**src/rtl/ahb_mem_arbiter.sv**
```systemverilog
// Two-master to one-slave AHB-Lite arbiter. Losing address phases are parked in
// per-master hold registers and replayed; data phase is steered by the dp owner.
module ahb_mem_arbiter #(
  parameter int P_FIXED_PRI = 0,
  parameter int P_ADDR_W    = 32
) (
  input  logic                HCLK,
  input  logic                HRESET,
  input  logic [P_ADDR_W-1:0] M0_HADDR,
  input  logic [1:0]          M0_HTRANS,
  input  logic                M0_HWRITE,
  input  logic [2:0]          M0_HSIZE,
  input  logic [2:0]          M0_HBURST,
  input  logic [31:0]         M0_HWDATA,
  output logic [31:0]         M0_HRDATA,
  output logic                M0_HREADY,
  output logic [1:0]          M0_HRESP,
  input  logic [P_ADDR_W-1:0] M1_HADDR,
  input  logic [1:0]          M1_HTRANS,
  input  logic                M1_HWRITE,
  input  logic [2:0]          M1_HSIZE,
  input  logic [2:0]          M1_HBURST,
  input  logic [31:0]         M1_HWDATA,
  output logic [31:0]         M1_HRDATA,
  output logic                M1_HREADY,
  output logic [1:0]          M1_HRESP,
  output logic                S_HSEL,
  output logic [P_ADDR_W-1:0] S_HADDR,
  output logic [1:0]          S_HTRANS,
  output logic                S_HWRITE,
  output logic [2:0]          S_HSIZE,
  output logic [2:0]          S_HBURST,
  output logic [31:0]         S_HWDATA,
  input  logic [31:0]         S_HRDATA,
  input  logic [1:0]          S_HRESP,
  output logic                S_HREADY,
  input  logic                S_HREADYOUT
);
  localparam logic [1:0] TR_BUSY   = 2'b01;
  localparam logic [1:0] TR_NONSEQ = 2'b10;
  localparam logic [1:0] TR_SEQ    = 2'b11;

  typedef struct packed {
    logic [P_ADDR_W-1:0] addr;
    logic [1:0]          trans;
    logic                write;
    logic [2:0]          size;
    logic [2:0]          burst;
  } addr_ph_t;

  typedef enum logic [1:0] {DP_NONE, DP_M0, DP_M1} dp_e;

  addr_ph_t   live [2];
  addr_ph_t   hold_ph [2];
  logic [1:0] hold_v;
  logic [1:0] live_v;
  logic [1:0] req;
  logic [1:0] hready_int;
  logic [1:0] dp_is;

  dp_e        dp_reg;
  logic       ao_v_reg;
  logic       ao_id_reg;
  logic       rr_last_reg;

  logic       gnt_v;
  logic       gnt_id;
  addr_ph_t   gnt_ph;

  assign live[0] = {M0_HADDR, M0_HTRANS, M0_HWRITE, M0_HSIZE, M0_HBURST};
  assign live[1] = {M1_HADDR, M1_HTRANS, M1_HWRITE, M1_HSIZE, M1_HBURST};

  assign dp_is[0] = (dp_reg == DP_M0);
  assign dp_is[1] = (dp_reg == DP_M1);

  for (genvar gi = 0; gi < 2; gi++) begin : g_master
    logic     granted;
    logic     hold_v_reg;
    addr_ph_t hold_reg;

    assign granted        = gnt_v && (gnt_id == 1'(gi));
    assign hready_int[gi] = hold_v_reg ? 1'b0 : (dp_is[gi] ? S_HREADYOUT : 1'b1);
    assign live_v[gi]     = live[gi].trans[1] && hready_int[gi];
    assign req[gi]        = live_v[gi] || hold_v_reg;
    assign hold_v[gi]     = hold_v_reg;
    assign hold_ph[gi]    = hold_reg;

    // A live request that loses (or arrives during a slave wait) is parked here.
    always_ff @(posedge HCLK) begin
      if (HRESET) begin
        hold_v_reg <= 1'b0;
        hold_reg   <= '0;
      end else if (hold_v_reg) begin
        if (granted) hold_v_reg <= 1'b0;
      end else if (live_v[gi] && !granted) begin
        hold_v_reg <= 1'b1;
        hold_reg   <= live[gi];
      end
    end
  end

  always_comb begin
    gnt_v  = 1'b0;
    gnt_id = 1'b0;
    if (S_HREADYOUT) begin
      // The address owner continuing a burst (SEQ/BUSY) cannot be pre-empted.
      if (ao_v_reg && !hold_v[ao_id_reg] &&
          (live[ao_id_reg].trans == TR_SEQ || live[ao_id_reg].trans == TR_BUSY)) begin
        gnt_v  = 1'b1;
        gnt_id = ao_id_reg;
      end else if (req[0] && req[1]) begin
        gnt_v  = 1'b1;
        gnt_id = (P_FIXED_PRI != 0) ? 1'b1 : ~rr_last_reg;
      end else if (req[0] || req[1]) begin
        gnt_v  = 1'b1;
        gnt_id = req[1];
      end
    end
  end

  assign gnt_ph = hold_v[gnt_id] ? hold_ph[gnt_id] : live[gnt_id];

  always_ff @(posedge HCLK) begin
    if (HRESET) begin
      dp_reg      <= DP_NONE;
      ao_v_reg    <= 1'b0;
      ao_id_reg   <= 1'b0;
      rr_last_reg <= 1'b1;
    end else if (S_HREADYOUT) begin
      ao_v_reg  <= gnt_v;
      ao_id_reg <= gnt_id;
      if (gnt_v && gnt_ph.trans != TR_BUSY)
        dp_reg <= gnt_id ? DP_M1 : DP_M0;
      else
        dp_reg <= DP_NONE;
      if (gnt_v && gnt_ph.trans == TR_NONSEQ)
        rr_last_reg <= gnt_id;
    end
  end

  assign S_HSEL    = gnt_v;
  assign S_HADDR   = gnt_ph.addr;
  assign S_HTRANS  = gnt_v ? gnt_ph.trans : 2'b00;
  assign S_HWRITE  = gnt_ph.write;
  assign S_HSIZE   = gnt_ph.size;
  assign S_HBURST  = gnt_ph.burst;
  assign S_HWDATA  = dp_is[1] ? M1_HWDATA : M0_HWDATA;
  assign S_HREADY  = S_HREADYOUT;

  assign M0_HRDATA = S_HRDATA;
  assign M1_HRDATA = S_HRDATA;
  assign M0_HRESP  = dp_is[0] ? S_HRESP : 2'b00;
  assign M1_HRESP  = dp_is[1] ? S_HRESP : 2'b00;
  assign M0_HREADY = hready_int[0];
  assign M1_HREADY = hready_int[1];

endmodule
```
**config.mk**
```make
export PLATFORM = sky130hd
export DESIGN_NAME = ahb_mem_arbiter
export DESIGN_NICKNAME = d
export VERILOG_FILES = /design/src/rtl/ahb_mem_arbiter.sv
export SDC_FILE = /design/constraint.sdc
export NUM_CORES = 1
export LEC_CHECK = 0
export CORE_MARGIN = 5
export CORE_UTILIZATION = 35
export DETAILED_ROUTE_END_ITERATION = 7
export DONT_BUFFER_PORTS = 1
export HOLD_SLACK_MARGIN = 0.02
export PLACE_DENSITY_LB_ADDON = 0.12
export RECOVER_POWER = 50
export SYNTH_ARGS = -nofsm -noshare
export SYNTH_HDL_FRONTEND = slang
export SYNTH_SLANG_ARGS = --single-unit
```
**constraint.sdc**
```tcl
create_clock -name HCLK -period 6.25 [get_ports HCLK]
set_clock_uncertainty 0.2 [all_clocks]
set_input_delay 0.9375 -clock HCLK [delete_from_list [all_inputs] [get_ports HCLK]]
set_output_delay 0.9375 -clock HCLK [all_outputs]
set_load 0.03 [all_outputs]
```
* Word-level counts from Yosys, hierarchy flattened *
Index checks and enable logic that the tools add are counted.

storage, ports and cells
  logic and storage cells = 91
  flip-flop bits (word level) = 89

cells by class
  bitwise gates (word level) = 6
  reduce and logical (&&, ||, !) cells = 21
  muxes and demuxes = 38
  order comparisons = 4
  eq/ne operators = 6

operators by type and width
  kind                  number
  $mux W41              7
  $mux W32              1
  $mux W9               3
  $mux W1               22
  $logic_and A1 B1 Y1   11
  $mux W2               5
  $eq A2 B2 Y1 const B  3
  $reduce_and A2 Y1     3
  $eq A2 B1 Y1 const B  2
  $ge A2 B2 Y1 const B  2
  $logic_or A1 B1 Y1    4
  $lt A1 B2 Y1 const B  2
  $not A1 Y1            4
  $not A1 Y2            2
  $logic_not A1 Y1      3
  $ne A2 B1 Y1 const B  1

* Logic depth before layout (Yosys ltp) *
  depth in word-level cells = 18
  depth in mapped cells = 8
  gate-level depth less buffers = 5

* Worst setup path before layout *
Ideal clock, no wire load.

  path kind = input to output
  start point = in S_HREADYOUT
  end point = out S_HADDR[21]
  slack = 2.648 ns
  arrival = 2.464 ns
  stages on the path = 7
  path buffers = 3
  cells stage by stage = clkbuf_1 and4_1 nor2_2 buf_6 buf_6 mux2i_1 a21oi_1

on the way
  cells in the longest elaborated chain, start to end = 14

ends and longest elaborated chain
  what                                          RTL line  RTL
  start: declaration                            37        input logic S_HREADYOUT
  $mux W1 (2 in series)                         82        assign hready_int[gi] = hold_v_reg ? 1'b0 : (dp_is[gi] ? S_HREADYOUT : 1'b1);
  $logic_and A1 B1 Y1                           83        assign live_v[gi] = live[gi].trans[1] && hready_int[gi];
  $logic_or A1 B1 Y1                            84        assign req[gi] = live_v[gi] || hold_v_reg;
  $logic_or A1 B1 Y1                            114       end else if (req[0] || req[1]) begin
  $mux W1                                       114
  $mux W1                                       111       end else if (req[0] && req[1]) begin
  $mux W1                                       107       if (ao_v_reg && !hold_v[ao_id_reg] &&
  $mux W1 *                                     105       if (S_HREADYOUT) begin
  $not A1 Y2 (not written as such)              121       assign gnt_ph = hold_v[gnt_id] ? hold_ph[gnt_id] : live[gnt_id];
  $mux W41 (not written as such) (3 in series)  121
  $mux W41 *                                    121
  end: declaration                              28        output logic [P_ADDR_W-1:0] S_HADDR,

Every way passes the cells marked *; elsewhere a longest branch is shown, timed or not. The select of a mux whose other input is x is not followed.

* Final worst setup path *
  start point = reg dp_reg[0]
  end point = reg g_master[1].hold_reg[36] in the netlist's numbering

on the way
  cells in the longest elaborated chain, start to end = 14

ends and longest elaborated chain
  what                           RTL line  RTL
  start: declaration             61        dp_e dp_reg;
  start signal: assignment       133       dp_reg <= gnt_id ? DP_M1 : DP_M0;
  $eq A2 B2 Y1 *                 74        assign dp_is[1] = (dp_reg == DP_M1);
  $mux W1 * (2 in series)        82
  named net M1_HREADY            25        output logic M1_HREADY,
  $logic_and A1 B1 Y1 *          83
  $logic_or A1 B1 Y1             84
  $logic_or A1 B1 Y1             114
  $mux W1                        114
  $mux W1                        111
  $mux W1                        107
  $mux W1                        105
  $logic_and A1 B1 Y1            81        assign granted = gnt_v && (gnt_id == 1'(gi));
  $logic_not A1 Y1               95        end else if (live_v[gi] && !granted) begin
  $logic_and A1 B1 Y1 *          95
  $reduce_and A2 Y1 (no line) *  --
  end signal: assignment         97        hold_reg <= live[gi];
  end: declaration               79        addr_ph_t hold_reg;

The timed path passes the listed nets; every way through them passes the cells marked *.
A chain may end at the register's enable or synchronous reset.

==> results.py <==
metrics = {
    "outcome": {
        "outcome": "complete, but fails checks",
        "violations": "capacitance limit, slew limit",
    },
    "logic_synthesis": {
        "syn-cell-area_um2": 5830,
        "synthesis.nets": 904,
        "syn_avg_cell_area_um2": 8.09,
        "synth.most_common_cell": "dfxtp_1",
        "synth_top_area_share_pct": 30.5,
        "yosysSeqAreaShare_pct": 30.5,
        "ys_ff_latch": 89,
        "synth_top_cell_by_area": "dfxtp_1",
        "syn-instance-count": 721,
        "yosys.cell_types.count": 42,
        "synth_ff_type": "dfxtp_1",
        "synth_edf_count": 0,
        "synthTopCellsByCount": "89 x dfxtp_1, 88 x a21oi_1, 88 x nand2_1",
        "synth_area_leaders": "dfxtp_1 31%, mux2i_1 14%, buf_4 8.8%",
        "ys_warn_count": 0,
        "async_flop_share_pct": 0,
    },
    "drt": {
        "routed_wl_mm": 17.9,
        "drcViolationCount": 0,
        "initialDrtViolationCount": 251,
        "detail_route.wl_per_cell_um": 21.3,
        "vias_per_cell": 5.62,
        "vias": 4716,
        "dr.pass1.iters": 5,
        "detail-route-antenna-nets": 0,
    },
    "power_and_ir_drop": {
        "ir_worst_vdd_mv": 0.121,
        "powerDensity_nw_per_um2": 301,
        "seqPwrFrac_pct": 36.4,
        "switchingPower_uw": 580,
        "p_leak_uw": 0.00219,
        "pwr-share-clk_pct": 37.8,
        "power_frac_comb_pct": 25.8,
        "switching_share_pct": 33.4,
        "internal_power_uw": 1160,
    },
    "clock_tree": {
        "cts.clk_slew.worst_paths_ns": 0.07,
        "cts-hold-fix-buffers": 0,
        "cts_setup_buffers": 0,
        "clock_latency_ns": 0.34,
        "clockBufferDepth": 2,
        "htreeDepth": 3,
        "cts_tree": "built",
        "post_cts_resized": 0,
        "cts_root_buffer": "clkbuf_16",
        "clkSinkCount": 89,
        "numCtsBuffers": 9,
    },
    "global_routing": {
        "overflow": 0,
        "grt_pass1_wl_mm": 27.1,
        "first_global_vias": 4524,
        "grt_max_degree": 83,
        "gr-usage-all-layers_pct": 17.7,
        "antenna_found_initial": 2,
    },
    "layout": {
        "syn_to_final_growth_pct": -0.987,
        "final_cells": 839,
        "drive_above_1_share_pct": 5.33,
        "diodes": 0,
        "multi_input_comb_area_um2": 3230,
        "fin_nets": 797,
        "regArea_um2": 1780,
        "n_fill_cell": 1703,
        "largest_reg_flops": 82,
    },
    "placement": {
        "dp.final_hpwl_mm": 13.2,
        "gp_congestion": 0.932,
        "port-buffer-count": 0,
        "dp_slack_ns": 1.69,
        "placed_cells_incl_taps": 823,
    },
    "worst_setup_path": {
        "cp-start-kind": "register",
        "cp_max_fo": 41,
        "reg2reg_setup_slack_ns": 1.41,
        "required_ns": 6.33,
        "crit_type": "reg2reg",
        "arrival_ns": 4.91,
        "r2r-start": "dp_reg[0]",
        "startpoint": "dp_reg[0]",
        "worst_setup_path_end_kind": "register",
    },
    "hold_path": {
        "hp-class": "reg2reg",
        "worstHoldStart": "g_master[0].hold_reg[16]",
    },
    "sta": {
        "finalHoldViolCount": 0,
        "timing.slew.headroom_pct": -70.2,
        "tightestPinTransition_ns": 2.55,
        "grt_setup_unrepaired": "false",
        "maxSlewViolCount": 123,
        "min_period_ns": 4.84,
        "tns_ns": 0,
        "setup_slack_ns": 1.41,
        "setup_viol": 0,
        "post-route-period-util_pct": 77.4,
        "fmax_mhz": 207,
        "hold_slack_ns": 0.258,
    },
    "floorplan": {
        "dieArea_um2": 19300,
        "num_rows": 47,
        "dieWidth_um": 139,
        "start_util_pct": 35.4,
        "core_um2": 16500,
        "die_y_um": 139,
        "io_pins": 328,
    },
    "flow_run": {
        "max-cap-violations": 3,
    },
}
-- worst max-delay path, cell delays in order, from the launching register on --
cell and delay [ns]:
dfxtp_1 0.36, nand2b_1 0.11, clkbuf_1 1.26, o21ba_1 0.45, and2_0 1.92, nand3_1 0.24
a21oi_1 0.21
-- routing by layer --
layer / up-vias / GRT usage [%] / part of all wire (%)
met3: 34 / 6.14 / 8.1
met5: - / 0 / 0
met4: 0 / 6.64 / 2.7
met2: 216 / 31.8 / 52
li1: 2256 / - / -
met1: 2210 / 19.1 / 37
-- cell usage in the layout, fill, tap and decap left out, types with 2 or more instances in the layout --
cell,netlist,final
nand2_1,88,88
a21oi_1,88,88
dfxtp_1,89,88
mux2i_1,80,80
o21ai_0,42,42
nand3_1,41,41
nor2b_1,40,40
a211oi_1,40,40
mux2_1,0,29
nor2_1,12,12
inv_1,9,9
clkbuf_16,0,9
buf_4,68,6
mux2_2,32,3
clkbuf_8,0,3
bufinv_16,0,3
nand4b_1,2,2
nand2b_1,2,2
o21ai_1,2,2
a21o_1,2,2
a311oi_1,2,2
o21a_1,2,2
buf_12,0,2
-- final cells by class --
class / count / share of cell area [%]
Clock inverter: 4 / 1.69
Inverter: 10 / 0.650
Multi-Input combinational cell: 495 / 55.9
Timing Repair Buffer: 9 / 1.54
Sequential cell: 89 / 30.9
Clock buffer: 12 / 4.61
Tap cell: 220 / 4.77
-- stage by stage --
step | power [uW] | cell area, um^2 | utilization, %
final | 1740 | 5780 | 35.1
after global routing | 1820 | 5780 | 35.1
after CTS | 1770 | 5790 | 35.2
after detailed placement | 1100 | 5420 | 32.9
after global placement | 1090 | 5420 | 32.9
after floorplan | 1110 | 5830 | -
-- cells by family (layout without fill, tap and decap cells) --
logic type	Yosys count	after routing	share of synthesized area, %
flip-flops	89	89	30.5
multiplexers	112	112	19.9
AND/OR/NAND/NOR	195	195	16.1
AO/OA/AOI/OAI	188	188	19.3
buffers and inverters	137	35	14.1
-- path summary, 6_finish.rpt --
check	endpoint	cells past startpoint
worst max-delay path	g_master[1].hold_reg[36]	6
worst min-delay path	g_master[0].hold_reg[16]	2
worst max register to register	g_master[1].hold_reg[36]	6
worst min register to register	g_master[0].hold_reg[16]	2
-- power by group through the flow --
stage / combinational, uW / sequential [uW] / clock, uW
floorplan: 475 / 637 / 0
global placement: 451 / 643 / 0
detailed placement: 456 / 645 / 0
CTS: 457 / 632 / 682
global route: 481 / 637 / 699
finish: 447 / 632 / 656
Power figures use the tool's default switching activity.
